### src/rtl/intr_ctrl.sv
// Trap-entry sequencer: edge-latched IRQs, enable mask, arbitration, non-nesting ISR.
// Define INTC_ROUND_ROBIN_EN for round-robin arbitration (fixed lowest-index otherwise).
module intr_ctrl #(
    parameter int NUM_SRC = 4,
    parameter int ID_W    = $clog2(NUM_SRC)
) (
    input  logic               CLK,
    input  logic               RST,
    input  logic [NUM_SRC-1:0] IRQ,
    input  logic               EN_WE,
    input  logic [NUM_SRC-1:0] EN_WD,
    input  logic               MIE,
    input  logic               INSTR_DONE,
    input  logic               MRET,
    output logic               INT_TAKEN,
    output logic [ID_W-1:0]    INT_ID,
    output logic               IN_ISR,
    output logic [NUM_SRC-1:0] PENDING,
    output logic [NUM_SRC-1:0] IRQ_EN
);

    typedef enum logic [1:0] {
        IDLE = 2'd0,
        TAKE = 2'd1,
        ISR  = 2'd2
    } state_t;

    state_t             state;
    state_t             state_nx;
    logic [NUM_SRC-1:0] irq_q;
    logic [NUM_SRC-1:0] rise;
    logic [NUM_SRC-1:0] eligible;
    logic [NUM_SRC-1:0] clr;
    logic [ID_W-1:0]    win;
    logic               found;
    logic               grant;

    assign rise     = IRQ & ~irq_q;
    assign eligible = PENDING & IRQ_EN;

`ifdef INTC_ROUND_ROBIN_EN
    logic [ID_W-1:0]    rr_ptr;
    logic [ID_W-1:0]    rr_nx;
    logic [NUM_SRC-1:0] rot;
    logic [ID_W-1:0]    off;
    logic [ID_W:0]      sum;

    // Rotate so rr_ptr lands on bit 0, pick lowest, then rotate back
    always_comb begin
        rot   = NUM_SRC'({eligible, eligible} >> rr_ptr);
        off   = '0;
        found = |eligible;
        for (int k = NUM_SRC - 1; k >= 0; k--) begin
            if (rot[k]) begin
                off = ID_W'(k);
            end
        end
        sum = {1'b0, rr_ptr} + {1'b0, off};
        if (sum >= (ID_W+1)'(NUM_SRC)) begin
            sum = sum - (ID_W+1)'(NUM_SRC);
        end
        win   = sum[ID_W-1:0];
        rr_nx = (win == ID_W'(NUM_SRC - 1)) ? '0 : win + 1'b1;
    end

    always_ff @(posedge CLK) begin
        if (RST) begin
            rr_ptr <= '0;
        end else if (grant) begin
            rr_ptr <= rr_nx;
        end
    end
`else
    always_comb begin
        win   = '0;
        found = |eligible;
        for (int k = NUM_SRC - 1; k >= 0; k--) begin
            if (eligible[k]) begin
                win = ID_W'(k);
            end
        end
    end
`endif

    always_comb begin
        state_nx = state;
        grant    = 1'b0;
        unique case (state)
            IDLE: begin
                if (INSTR_DONE && MIE && found) begin
                    state_nx = TAKE;
                    grant    = 1'b1;
                end
            end
            TAKE: state_nx = ISR;
            ISR: begin
                if (MRET) begin
                    state_nx = IDLE;
                end
            end
            default: state_nx = IDLE;
        endcase
    end

    assign clr = grant ? ({{(NUM_SRC-1){1'b0}}, 1'b1} << win) : '0;

    // A fresh edge on the winner overrides its clear
    always_ff @(posedge CLK) begin
        if (RST) begin
            state   <= IDLE;
            irq_q   <= '0;
            PENDING <= '0;
            IRQ_EN  <= '0;
            INT_ID  <= '0;
        end else begin
            state   <= state_nx;
            irq_q   <= IRQ;
            PENDING <= (PENDING & ~clr) | rise;
            if (EN_WE) begin
                IRQ_EN <= EN_WD;
            end
            if (grant) begin
                INT_ID <= win;
            end
        end
    end

    assign INT_TAKEN = (state == TAKE);
    assign IN_ISR    = (state == TAKE) || (state == ISR);

endmodule
### config.mk
export PLATFORM = sky130hd
export DESIGN_NAME = intr_ctrl
export DESIGN_NICKNAME = d
export VERILOG_FILES = /design/src/rtl/intr_ctrl.sv
export SDC_FILE = /design/constraint.sdc
export NUM_CORES = 1
export LEC_CHECK = 0
export CORE_MARGIN = 3
export CORE_UTILIZATION = 39
export CTS_CLUSTER_DIAMETER = 40
export CTS_CLUSTER_SIZE = 14
export DETAILED_ROUTE_END_ITERATION = 10
export PLACE_DENSITY = 0.74
export SYNTH_ARGS = -nofsm -noshare
export SYNTH_HDL_FRONTEND = slang
export SYNTH_SLANG_ARGS = --single-unit
### constraint.sdc
create_clock -name CLK -period 1.3 [get_ports CLK]
set_input_delay 0.26 -clock CLK [delete_from_list [all_inputs] [get_ports CLK]]
set_output_delay 0.26 -clock CLK [all_outputs]
set_load 0.02 [all_outputs]
==> impl_metrics.csv, run 1 <==
group,metric,value,unit
cells_and_area,diodes,0,
cells_and_area,final_area,0.00122,mm^2
floorplanning,row_count,15,
drt,vias,707,
worst_setup_path,rr_endpoint,"state[1]",
logic_synthesis,syn_avg_cell_area,9.65,um^2
cells_and_area,nets,137,
logic_synthesis,yosysTopAreaCell,"dfxtp_1",
global_routing,grt_pass1_vias,702,
placed_design,place_congestion,0.806,
worst_setup_path,crit_family,"compound AO/OA/AOI/OAI gates",
pwr,swShare,26.6,%
timing,finalSetupTns,-0.0910,ns
worst_setup_path,critPathKind,"flop to flop",
timing,setup_viol,4,
timing,finalWorstSetupSlack,-0.0471,ns
logic_synthesis,syn_area,743,um^2
hold_path,min_path_cells,2,
logic_synthesis,synthDominantCellAreaShare,43.1,%
logic_synthesis,yosysSeqAreaShare,43.1,%
placed_design,pre_cts_ws,-0.233,ns
cts,clk_latency,0.28,ns
worst_setup_path,r2r_cells,5,
cts,cts_buffer_depth,2,
placed_design,detailed_place_hpwl,1380,um
logic_synthesis,synth_area_leaders,"dfxtp_1 (43%), mux2i_1 (8.1%), ha_1 (6.7%), nand2b_1 (6.7%), a21oi_1 (4.7%)",
global_routing,grt_pass1_wl,3130,um
pwr,p_int,844,uW
logic_synthesis,synthesis.nets,95,
pwr,power-per-cell-area,941,mW/mm^2
pwr,ir_drop,1.09,mV
worst_setup_path,critPathCaptureType,"flop",
cells_and_area,area_growth,64.5,%
floorplanning,ios,26,
outcome,failed_checks,"negative setup slack",
job,cap_violations,0,
logic_synthesis,ys_seq_elements,16,
cts,cts_max_level,1,
timing,hold_viol,0,
worst_setup_path,startpoint_type,"flop",
drt,viasPerCell,4.94,
worst_setup_path,reg2reg_slack,-0.05,ns
drt,drc_errors,0,
cts,path_clk_slew,0.09,ns
timing,worst_pin_slew,0.372,ns
cts,cts-root-buf,"clkbuf_4",
logic_synthesis,synth_cell_type_count,26,
cts,cts_inserted_buffers,3,
floorplanning,dieArea,0.00247,mm^2
timing,finalCritPeriodShare,104,%
worst_setup_path,cp.arrival,1.54,ns
placed_design,place_area,0.00112,mm^2
outcome,status,"finished with violations",
pwr,p_seq_share,46.5,%
pwr,power_frac_comb,25.6,%
drt,wl,1930,um
drt,drtIter0Drc,18,
worst_setup_path,crit_required,1.49,ns
timing,rsz0062_at_grt,"true",
floorplanning,fp.coreArea,0.00176,mm^2
worst_setup_path,cp-startpoint,"state[1]",
worst_setup_path,endpoint,"state[1]",
drt,firstDrtPassIters,4,
drt,drtAntennaViolNets,0,
worst_setup_path,crit_path_cell_trace,"inv_4 -> ha_4 -> a21boi_4 -> a311oi_4 -> mux2i_1",
drt,post_drt_wl_per_cell,13.5,um
worst_setup_path,r2r-start,"state[1]",
global_routing,grt-ovfl-total,0,
timing,clock.fmax,742,MHz
logic_synthesis,ys_warn_count,0,
pwr,clkPwrFrac,27.9,%
timing,relSlewSlack,75.2,%
cts,cts_tree,"built",
timing,period_minus_slack,1.35,ns
worst_setup_path,critPathMaxStageDelay,0.36,ns
cells_and_area,layout-drive-gt1-share,34.7,%
cts,cts.sinks,16,
global_routing,antenna_found_initial,0,
timing,slew_viol_final,0,
floorplanning,start_util,42.1,%
pwr,switchingPower,306,uW
global_routing,grt_max_degree,11,
worst_setup_path,cp_slowest_cell,"dfxtp_2",
worst_setup_path,cp_max_fo,3,
global_routing,grt.total_usage,16.2,%
logic_synthesis,netlist_instances,77,
floorplanning,die_w,49.7,um
timing,skew,0.0107,ns
placed_design,io_buffer_count,25,
hold_path,hp-class,"flop to flop",
floorplanning,fp.dieH,49.7,um
worst_setup_path,worst-path-stages,5,
worst_setup_path,critPathBufInv,1,
pwr,p_leak,0.516,nW
-- worst register-to-register path, cell delays in order (launching register included) --
cell and delay [ns]:
dfxtp_2 0.36, inv_4 0.05, ha_4 0.16, a21boi_4 0.14, a311oi_4 0.31, mux2i_1 0.25
-- power groups by stage --
stage	registers (mW)	logic (mW)	clock network (mW)
2_1_floorplan	0.574	0.0949	0
3_3_place_gp	0.545	0.260	0
3_5_place_dp	0.545	0.267	0
4_1_cts	0.535	0.263	0.327
5_1_grt	0.539	0.315	0.348
6_report	0.535	0.294	0.321
-- how the worst min path moves through the flow --
stage	endpoint	slack [ns]	startpoint
final	PENDING[2]	0.49	irq_q[2]
after global placement	PENDING[1]	0.47	irq_q[1]
after global routing	PENDING[3]	0.51	irq_q[3]
after detailed placement	PENDING[2]	0.48	irq_q[2]
after CTS	PENDING[2]	0.49	irq_q[2]
after floorplan	irq_q[0]	0.39	IRQ[0]
-- through the flow --
stage	power (mW)	std cells	hold slack, ns	utilization, %
6_report	1.15	143	0.488	69.3
5_1_grt	1.20	143	0.508	69.3
4_1_cts	1.12	142	0.489	67.0
3_5_place_dp	0.812	138	0.477	63.4
3_3_place_gp	0.804	138	0.469	63.4
2_1_floorplan	0.669	77	0.388	-
-- placed cells by master (no fill, tap or decap), types with 2 or more instances in the layout --
| cell | synthesis | routed |
|---|---|---|
| dfxtp_1 | 16 | 14 |
| buf_4 | 0 | 14 |
| clkdlybuf4s50_1 | 0 | 13 |
| nand2b_1 | 8 | 8 |
| a21oi_1 | 7 | 7 |
| dlygate4sd2_1 | 0 | 7 |
| mux2i_1 | 6 | 6 |
| nor2b_1 | 5 | 4 |
| nor2_1 | 4 | 4 |
| inv_1 | 6 | 4 |
| clkbuf_4 | 0 | 3 |
| buf_6 | 0 | 3 |
| clkbuf_2 | 0 | 3 |
| o21ai_0 | 2 | 2 |
| ha_4 | 0 | 2 |
| dfxtp_2 | 0 | 2 |
-- flip-flops by register name, summed over array words and instances (netlist names) --
signal,cells
IRQ_EN,4
PENDING,4
irq_q,4
INT_ID,2
state,2
-- cell usage after synthesis, drive strengths merged --
library cell	n
a211oi	1
a21bo	1
a21boi	1
a21oi	7
a22o	2
a22oi	2
a311oi	1
a32oi	1
a41o	1
and3	1
clkbuf	3
dfxtp	16
ha	4
inv	6
mux2i	6
nand2	1
nand2b	8
nand3	1
nor2	4
nor2b	5
o211ai	1
o21ai	2
o31ai	1
o32ai	1
-- per-layer routing --
layer  track usage [%]  wire length, um  part of all wire (%)
met3              4.23               89                   4.6
met5                 0                0                     0
met4              3.23               26                   1.3
met2              28.9             1000                    52
met1              19.4              813                    42
-- layout make-up --
class                      instances  area [um^2]
tap                               25         31.3
timing repair buffer              40          345
sequential                        16          323
multi-input combinational         52          462
clock buffer                       4         36.3
inverter                           6         25.0
fill                             147          542
-- logic make-up after synthesis --
| group | synth area share (%) |
|---|---|
| AO/OA/AOI/OAI | 22.6 |
| AND/OR/NAND/NOR | 15.0 |
| flip-flops | 43.1 |
| buffers and inverters | 4.55 |
| multiplexers | 8.08 |
| adder cells (fa/ha/maj) | 6.73 |
-- what timing repair did --
| action | in CTS | in global routing |
|---|---|---|
| hold buffers | 0 | 0 |
| buffers inserted | 0 | 1 |
| gates resized for setup | 35 | 14 |
| setup endpoints to repair | 19 | 12 |
| pin swaps | 3 | 0 |
No activity file was read; power rests on OpenSTA's default activity.
==> inputs of run 2 (changes only) <==
SLEW_MARGIN = 20   (was not set)
==> results of run 2 <==
No change in the layout: final DEF, timing and power equal those of run 1.
==> inputs of run 3 (changes only) <==
CAP_MARGIN = 10   (was not set)
==> results of run 3 <==
No change in the layout: final DEF, timing and power equal those of run 1.
